<file path="config.mk">
export PLATFORM = sky130hd
export DESIGN_NAME = mips_cpu_bus_store_unit_flat
export DESIGN_NICKNAME = d
export VERILOG_FILES = /design/src/rtl/mips_cpu_bus_store_unit_if.sv /design/src/rtl/mips_cpu_bus_store_unit.sv /design/src/flat_wrapper.sv
export SDC_FILE = /design/constraint.sdc
export NUM_CORES = 1
export LEC_CHECK = 0
export CAP_MARGIN = 20
export CORE_AREA = 2 2 99 101
export CTS_CLUSTER_DIAMETER = 60
export DETAILED_ROUTE_END_ITERATION = 16
export DIE_AREA = 0 0 101 103
export GPL_TIMING_DRIVEN = 0
export PLACE_DENSITY_LB_ADDON = 0.25
export REMOVE_ABC_BUFFERS = 1
export SYNTH_ARGS = -nofsm -noshare
export SYNTH_HDL_FRONTEND = slang
export SYNTH_SLANG_ARGS = --single-unit
</file>
<file path="constraint.sdc">
create_clock -name clk -period 2.9 [get_ports clk]
set_input_delay 0.29 -clock clk [delete_from_list [all_inputs] [get_ports clk]]
set_output_delay 0.29 -clock clk [all_outputs]
set_load 0.005 [all_outputs]
</file>
<file path="src/rtl/mips_cpu_bus_store_unit_if.sv">
// Avalon-style write bus between the store unit (master) and memory (slave).
//   address     : word address driven by the master
//   write       : write strobe, held with the data until waitrequest is low
//   writedata   : little-endian aligned store data
//   byteenable  : active byte lanes, bit i covers writedata[8i+7:8i]
//   waitrequest : memory stall; the master holds the transfer while it is high
interface mips_cpu_bus_store_unit_if;
    logic [31:0] address;
    logic        write;
    logic [31:0] writedata;
    logic [3:0]  byteenable;
    logic        waitrequest;

    modport master (
        output address,
        output write,
        output writedata,
        output byteenable,
        input  waitrequest
    );

    modport slave (
        input  address,
        input  write,
        input  writedata,
        input  byteenable,
        output waitrequest
    );
endinterface

</file>
<file path="src/rtl/mips_cpu_bus_store_unit.sv">
// Store-side bus master of the bus-based MIPS CPU. Takes an SB/SH/SW/SWL/SWR
// request, aligns rt into a little-endian word with matching byteenable and
// runs one write transaction, reporting done, addr_err or timeout.
//   clk, reset  : clock and asynchronous active-high reset
//   start       : store request, only looked at in IDLE
//   store_type  : 1=SB 2=SH 3=SW 4=SWL 5=SWR, anything else is invalid
//   eff_addr    : byte effective address
//   rt_data     : register value to store
//   busy        : request in flight (WRITE, DONE or ERR)
//   done        : one-cycle pulse, write accepted by memory
//   addr_err    : one-cycle pulse, misaligned SH/SW or invalid type
//   timeout     : one-cycle pulse, write abandoned after MAX_WAIT stalls
//   bus         : write bus master port
module mips_cpu_bus_store_unit #(
    parameter int unsigned MAX_WAIT = 0
) (
    input  logic        clk,
    input  logic        reset,
    input  logic        start,
    input  logic [2:0]  store_type,
    input  logic [31:0] eff_addr,
    input  logic [31:0] rt_data,
    output logic        busy,
    output logic        done,
    output logic        addr_err,
    output logic        timeout,
    mips_cpu_bus_store_unit_if.master bus
);
    localparam logic [2:0] ST_SB  = 3'd1;
    localparam logic [2:0] ST_SH  = 3'd2;
    localparam logic [2:0] ST_SW  = 3'd3;
    localparam logic [2:0] ST_SWL = 3'd4;
    localparam logic [2:0] ST_SWR = 3'd5;

    typedef enum logic [1:0] {IDLE, WRITE, DONE, ERR} state_t;

    state_t      state_q;
    logic        busy_q, done_q, addr_err_q, timeout_q, write_q;
    logic [31:0] address_q, writedata_q, wait_q;
    logic [3:0]  byteenable_q;

    logic        req_ok_d;
    logic [3:0]  be_d;
    logic [31:0] wd_d;

    function automatic logic req_ok(input logic [2:0] t, input logic [1:0] o);
        case (t)
            ST_SB, ST_SWL, ST_SWR: req_ok = 1'b1;
            ST_SH:                 req_ok = ~o[0];
            ST_SW:                 req_ok = (o == 2'd0);
            default:               req_ok = 1'b0;
        endcase
    endfunction

    // SWL fills the low lanes up to o (the MSBs of rt), SWR fills lanes from
    // o upward (the LSBs of rt).
    function automatic logic [3:0] lane_be(input logic [2:0] t, input logic [1:0] o);
        case (t)
            ST_SB:   lane_be = 4'b0001 << o;
            ST_SH:   lane_be = o[1] ? 4'b1100 : 4'b0011;
            ST_SW:   lane_be = 4'b1111;
            ST_SWL:  lane_be = 4'b1111 >> (2'd3 - o);
            ST_SWR:  lane_be = 4'b1111 << o;
            default: lane_be = 4'b0000;
        endcase
    endfunction

    function automatic logic [31:0] lane_wd(input logic [2:0] t, input logic [1:0] o,
                                            input logic [31:0] rt);
        case (t)
            ST_SB:   lane_wd = {4{rt[7:0]}};
            ST_SH:   lane_wd = {2{rt[15:0]}};
            ST_SW:   lane_wd = rt;
            ST_SWL:  lane_wd = rt >> {2'd3 - o, 3'b000};
            ST_SWR:  lane_wd = rt << {o, 3'b000};
            default: lane_wd = 32'd0;
        endcase
    endfunction

    always_comb begin
        req_ok_d = req_ok(store_type, eff_addr[1:0]);
        be_d     = lane_be(store_type, eff_addr[1:0]);
        wd_d     = lane_wd(store_type, eff_addr[1:0], rt_data);
    end

    always_ff @(posedge clk or posedge reset) begin
        if (reset) begin
            state_q      <= IDLE;
            busy_q       <= 1'b0;
            done_q       <= 1'b0;
            addr_err_q   <= 1'b0;
            timeout_q    <= 1'b0;
            write_q      <= 1'b0;
            address_q    <= 32'd0;
            writedata_q  <= 32'd0;
            byteenable_q <= 4'd0;
            wait_q       <= 32'd0;
        end else begin
            // status outputs are single-cycle pulses
            done_q     <= 1'b0;
            addr_err_q <= 1'b0;
            timeout_q  <= 1'b0;
            case (state_q)
                IDLE: begin
                    if (start) begin
                        busy_q <= 1'b1;
                        if (!req_ok_d) begin
                            state_q    <= ERR;
                            addr_err_q <= 1'b1;
                        end else begin
                            state_q      <= WRITE;
                            write_q      <= 1'b1;
                            address_q    <= {eff_addr[31:2], 2'b00};
                            writedata_q  <= wd_d;
                            byteenable_q <= be_d;
                            wait_q       <= 32'd0;
                        end
                    end
                end
                WRITE: begin
                    if (!bus.waitrequest) begin
                        state_q <= DONE;
                        write_q <= 1'b0;
                        done_q  <= 1'b1;
                    end else begin
                        wait_q <= wait_q + 32'd1;
                        if (MAX_WAIT != 0 && (wait_q + 32'd1) == MAX_WAIT) begin
                            state_q   <= IDLE;
                            write_q   <= 1'b0;
                            timeout_q <= 1'b1;
                            busy_q    <= 1'b0;
                        end
                    end
                end
                DONE, ERR: begin
                    state_q <= IDLE;
                    busy_q  <= 1'b0;
                end
                default: state_q <= IDLE;
            endcase
        end
    end

    assign busy           = busy_q;
    assign done           = done_q;
    assign addr_err       = addr_err_q;
    assign timeout        = timeout_q;
    assign bus.address    = address_q;
    assign bus.write      = write_q;
    assign bus.writedata  = writedata_q;
    assign bus.byteenable = byteenable_q;
endmodule

</file>
<file path="src/flat_wrapper.sv">
// flat-port wrapper written by rule: the top's interface ports become plain ports
module mips_cpu_bus_store_unit_flat 
#(
    parameter int unsigned MAX_WAIT = 0
)
  (clk, reset, start, store_type, eff_addr, rt_data, busy, done, addr_err, timeout, bus_address, bus_write, bus_writedata, bus_byteenable, bus_waitrequest);
  mips_cpu_bus_store_unit_if bus_i ();
  input  logic clk;
  input  logic reset;
  input  logic start;
  input  logic [2:0] store_type;
  input  logic [31:0] eff_addr;
  input  logic [31:0] rt_data;
  output logic busy;
  output logic done;
  output logic addr_err;
  output logic timeout;
  output wire logic [$bits(bus_i.address)-1:0] bus_address;
  output wire logic [$bits(bus_i.write)-1:0] bus_write;
  output wire logic [$bits(bus_i.writedata)-1:0] bus_writedata;
  output wire logic [$bits(bus_i.byteenable)-1:0] bus_byteenable;
  input wire logic [$bits(bus_i.waitrequest)-1:0] bus_waitrequest;
  assign bus_address = bus_i.address;
  assign bus_write = bus_i.write;
  assign bus_writedata = bus_i.writedata;
  assign bus_byteenable = bus_i.byteenable;
  assign bus_i.waitrequest = bus_waitrequest;
  mips_cpu_bus_store_unit #(.MAX_WAIT(MAX_WAIT)) u_core (.clk(clk), .reset(reset), .start(start), .store_type(store_type), .eff_addr(eff_addr), .rt_data(rt_data), .busy(busy), .done(done), .addr_err(addr_err), .timeout(timeout), .bus(bus_i));
endmodule
</file>
### Yosys cells after proc, flatten, opt, wreduce, memory -nomap -nowiden

Index checks and enable logic that the tools add are counted.

* shift-type cells: 5
* eq/ne operators: 11
* multiplexer cells: 19
* add/subtract/negate cells: 1
* bitwise gates (word level): 1
* reductions and logical operators: 10

Operators with widths (number)
* 32-bit one-hot mux with 5 select lines: 1
* 32-bit by 5-bit << shifter with 32-bit output: 1
* 32-bit by 5-bit right shift with 32-bit output: 1
* 4-bit one-hot mux with 5 select lines: 1
* 1-bit 2-to-1 mux: 9
* 3-bit by 2-bit equality test with 1-bit output, second input constant: 2
* 3-bit equality test, second input constant: 2
* 2-bit 2-to-1 mux: 3
* 2-bit one-hot mux with 3 select lines: 1
* 2-bit equality test, second input constant: 2
* 2-bit logical NOT: 2
* 4-bit 2-to-1 mux: 1
* 2-bit inequality test, second input constant: 2
* 1-bit one-hot mux with 2 select lines: 2
* 2-bit AND reduction: 2
* 4-bit AND reduction: 1
* 2-bit nonzero test: 2
* 1-bit by 2-bit << shifter with 4-bit output, first input constant: 1
* 4-bit by 2-bit << shifter with 4-bit output, first input constant: 1
* 4-bit by 2-bit right shift with 4-bit output, first input constant: 1
* 3-bit by 1-bit equality test with 1-bit output, second input constant: 1
* 1-bit one-hot mux with 3 select lines: 1
* 3-bit AND reduction: 1
* 3-bit OR reduction: 1
* 5 further kinds: 5

* bits in registers: 72

### Depth between registers and ports, before layout

Gate-level depths: netlist of run 1.

* depth after elaboration: 6
* gate-level depth with buffers: 7
* depth with buffers taken out: 4

### Worst setup path before layout of run 1

Ideal clock, no wire load.

* path kind: reg-to-reg
* start point: register u_core.state_q[0]
* end point: register u_core.address_q[10] (netlist: u_core.bus.address[10])
* required time: 2.773 ns
* path slack: 1.147 ns
* arrival time: 1.626 ns
* period minus slack after synthesis: 1.753 ns
* cell stages (with the launch flop): 6
* library setup time: 0.127 ns
* cells stage by stage: dfrtp_1 or3b_1 a211oi_2 buf_4 buf_6 mux2_1

* longest elaborated chain between the ends: 2

Ends and longest elaborated chain
* start, declared: line mips_cpu_bus_store_unit.sv:37 `state_t state_q;`
* start signal, assigned: line mips_cpu_bus_store_unit.sv:88 `state_q <= IDLE;`
* start signal, assigned: line mips_cpu_bus_store_unit.sv:108 `state_q <= ERR;`
* start signal, assigned: line mips_cpu_bus_store_unit.sv:111 `state_q <= WRITE;`
* 2-bit logical NOT: line mips_cpu_bus_store_unit.sv:103 `case (state_q)`
* 3-bit AND reduction (no source line)
* end signal, assigned: line mips_cpu_bus_store_unit.sv:113 `address_q <= {eff_addr[31:2], 2'b00};`
* end, declared: line mips_cpu_bus_store_unit.sv:39 `logic [31:0] address_q, writedata_q, wait_q;`

No other way between the ends.
A chain may end at the register's enable or synchronous reset.

### Worst setup path after layout of run 1

* start point: input store_type[1]
* end point: register u_core.writedata_q[15] (netlist: u_core.bus.writedata[15])

* longest elaborated chain between the ends: 4
* elaborated cells on any way between the ends: 9
* those cells by class: eq/ne (5); mux (2); reduce/logical (2)

Ends and longest elaborated chain
* start, declared: line flat_wrapper.sv:11 `input logic [2:0] store_type;`
* 3-bit by 1-bit equality test with 1-bit output / 3-bit equality test (equally long branches): line mips_cpu_bus_store_unit.sv:47, mips_cpu_bus_store_unit.sv:70
* 3-bit OR reduction: line mips_cpu_bus_store_unit.sv:47 `case (t)`
* 1-bit one-hot mux with 3 select lines: line mips_cpu_bus_store_unit.sv:47
* 3-bit AND reduction (no source line)
* end signal, assigned: line mips_cpu_bus_store_unit.sv:114 `writedata_q <= wd_d;`
* end, declared: line mips_cpu_bus_store_unit.sv:39

Several ways; a longest one is shown, not always the timed one.

==> run summary, run 1 <==
Largest area contributor in the netlist -> dfrtp_1
Post-DP HPWL -> 8.75 mm
Worst-Skew Late Latency -> 360 ps
RSZ-0062 raised after global routing -> false
H-tree lvl count -> 3
Period minus WS final -> 2540 ps
Fraction of layout cells with a size suffix above 1 -> 12.6%
Critical path type -> in -> reg
Vias per Instance -> 6.11
Clk buf depth -> 2
Final worst setup slack -> 364 ps
CP Capture Type -> flop
Worst Max-Slew Pin Slew -> 1010 ps
Synth-to-layout area growth -> 44.0%
Seq/Total Area, Yosys -> 42.7%
WP buf/inv -> 2
First-pass DRT Iterations -> 5
Num rows -> 36
Total chip power -> 0.00486 W
Clock sinks -> 72
Final worst-path cycle share -> 87.5%
All-Layer GR Usage -> 24.7%
GRT Residual Overflow -> 0
Slew Viols, Final -> 0
CP max FO -> 24
Max stage delay on crit path -> 790 ps
Fill cells -> 764
Lkg Pwr -> 2.38 nW
First-pass GRT wire length -> 19.8 mm
Largest cells by area after synthesis -> dfrtp_1 43%, mux2_2 8.3%, mux2_1 5.3%
Clk pin slew, worst setup/hold paths -> 80 ps
Wirelength per Cell -> 19.4 µm
Worst Setup Start Kind -> primary input
GPL Wtd Cong -> 0.882
Post-route setup TNS -> 0 ps
Vias in the first global route -> 3,862
Std-Cell Core Area -> 0.00946 mm²
Top cells by count, synth -> 72 x dfrtp_1, 37 x a21oi_1, 35 x nor2_1
Die area -> 0.0104 mm²
Cells after Synth -> 412
Synth cell types -> 57
Initial antenna violation count -> 0
Dpl ws -> -821 ps
Req. time, crit path -> 3190 ps
ANT cells -> 0
Residual DRC -> 0
Routed Antenna Nets -> 0
Min-Delay Path Class -> in -> async
Top Ports -> 144
Max_slew headroom -> 32.2%
Root Buffer -> clkbuf_8
Data arrival, critical path -> 2830 ps
EDFF count, synth -> 0
Hold slack final -> 261 ps
Initial core utilization -> 44.6%
DR iter-0 viols -> 337
Setup violators final -> 0
Area share of the largest cell type after synthesis -> 42.7%
Status -> completed
Final #Nets -> 607
CTS Buf Count -> 9
Yosys reg bits -> 72
Final hold violations -> 0
IO buf count -> 140
DIE WIDTH -> 101 µm
Most numerous cell in the Yosys netlist -> dfrtp_1
Final Skew -> 8.18 ps
Max Clk Rate -> 0.394 GHz
TritonCTS clock tree -> built
Max VDD drop -> 0.000487 V
Largest net degree at the start of global routing -> 54
Syn. warnings -> 0
Cts hold-fix bufs -> 0
PwrDens -> 801 mW/mm²
DIE HEIGHT -> 103 µm
Vias -> 4,003
Cell Area, Synth -> 0.00422 mm²
Routed WL -> 12.7 mm
Crit-path slowest cell -> nor2b_1
Mean post-synth cell area -> 10.2 µm²
Primary FF master, synth -> dfrtp_1
Cell Chain, Critical Path -> clkdlybuf4s50_1 -> buf_16 -> nor2b_1 -> o21a_1 -> a222oi_1 -> a21oi_1
Ys async rst share -> 100%
Family with the most delay on the worst path -> buffers and inverters
Max-cap violations -> 0
[state kept, by name, indices dropped and copies added, names as in the netlist]
signal                 count
u_core.bus.write           1
u_core.bus.writedata      32
u_core.busy                1
u_core.addr_err            1
u_core.state_q             2
u_core.bus.byteenable      4
u_core.bus.address        30
u_core.done                1
[cell usage in the layout (no fill, tap or decap), types with 4 or more instances in the layout]
| cell | instances |
|---|---|
| o21a_1 | 9 |
| mux2_2 | 31 |
| mux2i_1 | 9 |
| nand2_1 | 8 |
| clkdlybuf4s50_1 | 136 |
| nor2b_1 | 4 |
| buf_16 | 8 |
| a31oi_1 | 9 |
| a22oi_1 | 19 |
| nand2b_1 | 4 |
| a222oi_1 | 12 |
| dfrtp_1 | 72 |
| o21ai_0 | 10 |
| a22o_1 | 9 |
| mux2_1 | 20 |
| inv_1 | 10 |
| clkbuf_8 | 10 |
| nor2_1 | 35 |
| a221oi_1 | 4 |
| o21ai_1 | 4 |
| o2111ai_1 | 6 |
| a21oi_1 | 37 |
| a32oi_1 | 4 |
| nand3_1 | 9 |
[worst reg2reg max path: stages, from the launching register on]
cell	delay [ps]
dfrtp_1	440
or3b_1	440
a211oi_4	330
buf_16	200
buf_8	180
buf_8	170
buf_16	170
mux2_1	330
[through the flow]
stage	area, µm²	std cells	utilization [%]
floorplan	4000	373	-
global placement	5550	627	58.6
detailed placement	5780	636	61.1
CTS	6010	653	63.6
global route	6070	655	64.2
finish	6070	655	64.2
[cell type report]
type | count | area [µm²] | share of cell area, %
tap | 114 | 143 | 2.35
multi-input combinational | 289 | 2180 | 35.9
inverter | 12 | 47.5 | 0.783
clock inverter | 6 | 90.1 | 1.48
sequential | 72 | 1800 | 29.7
timing repair buffer | 152 | 1670 | 27.6
clock buffer | 10 | 138 | 2.27
[final timing paths]
path / from / end / slack [ps] / cells after the start
worst max register to register: u_core.state_q[1]$_DFFE_PP0P_ / u_core.bus.address[17]$_DFFE_PP0P_ / 550 / 7
min in group clk: u_core.bus.writedata[24]$_DFFE_PP0P_ / u_core.bus.writedata[24]$_DFFE_PP0P_ / 490 / 1
worst min-delay path: reset / u_core.bus.address[29]$_DFFE_PP0P_ / 260 / 2
worst min register to register: u_core.bus.writedata[24]$_DFFE_PP0P_ / u_core.bus.writedata[24]$_DFFE_PP0P_ / 490 / 1
max in group asynchronous: reset / u_core.bus.address[19]$_DFFE_PP0P_ / 2090 / 3
worst max-delay path: store_type[1] / u_core.bus.writedata[15]$_DFFE_PP0P_ / 360 / 6
[layer usage]
metal / vias to the layer above / GRT usage, % / wire, µm
met5: - / 0 / 0
met1: 1931 / 30.3 / 5100
met3: 33 / 8.34 / 1280
met4: 0 / 10.1 / 295
met2: 217 / 40.3 / 6040
li1: 1822 / - / -
[power by group]
part | switching, W | internal, W | total (W)
logic | 0.000774 | 0.00138 | 0.00216
registers | 0.000267 | 0.00151 | 0.00177
clock network | 0.000416 | 0.000512 | 0.000928
total | 0.00146 | 0.00340 | 0.00486
[kinds of logic (layout without fill, tap and decap cells)]
group | after synthesis | in the layout | synth area share (%)
mux | 61 | 61 | 16.3
xor+xnor | 1 | 1 | 0.386
buf+inv | 53 | 180 | 6.29
flops | 72 | 72 | 42.7
compound gates | 144 | 144 | 24.3
other cells | 1 | 3 | 0.0890
simple gates | 80 | 80 | 9.88
[timing repair]
action	CTS	global route
buffers inserted	1	0
setup endpoints to repair	33	15
pin swaps	1	0
resized for setup	2	1
No activity file was read; power rests on OpenSTA's default activity.
==> inputs of run 2 (changes only) <==
--- a/config.mk
+++ b/config.mk
@@ -10,6 +10,7 @@
 export CTS_CLUSTER_DIAMETER = 60
 export DETAILED_ROUTE_END_ITERATION = 16
 export DIE_AREA = 0 0 101 103
+export GPL_ROUTABILITY_DRIVEN = 0
 export GPL_TIMING_DRIVEN = 0
 export PLACE_DENSITY_LB_ADDON = 0.25
 export REMOVE_ABC_BUFFERS = 1
==> results of run 2 <==
Same layout as run 1: the final DEF is identical, and so are final timing and power.
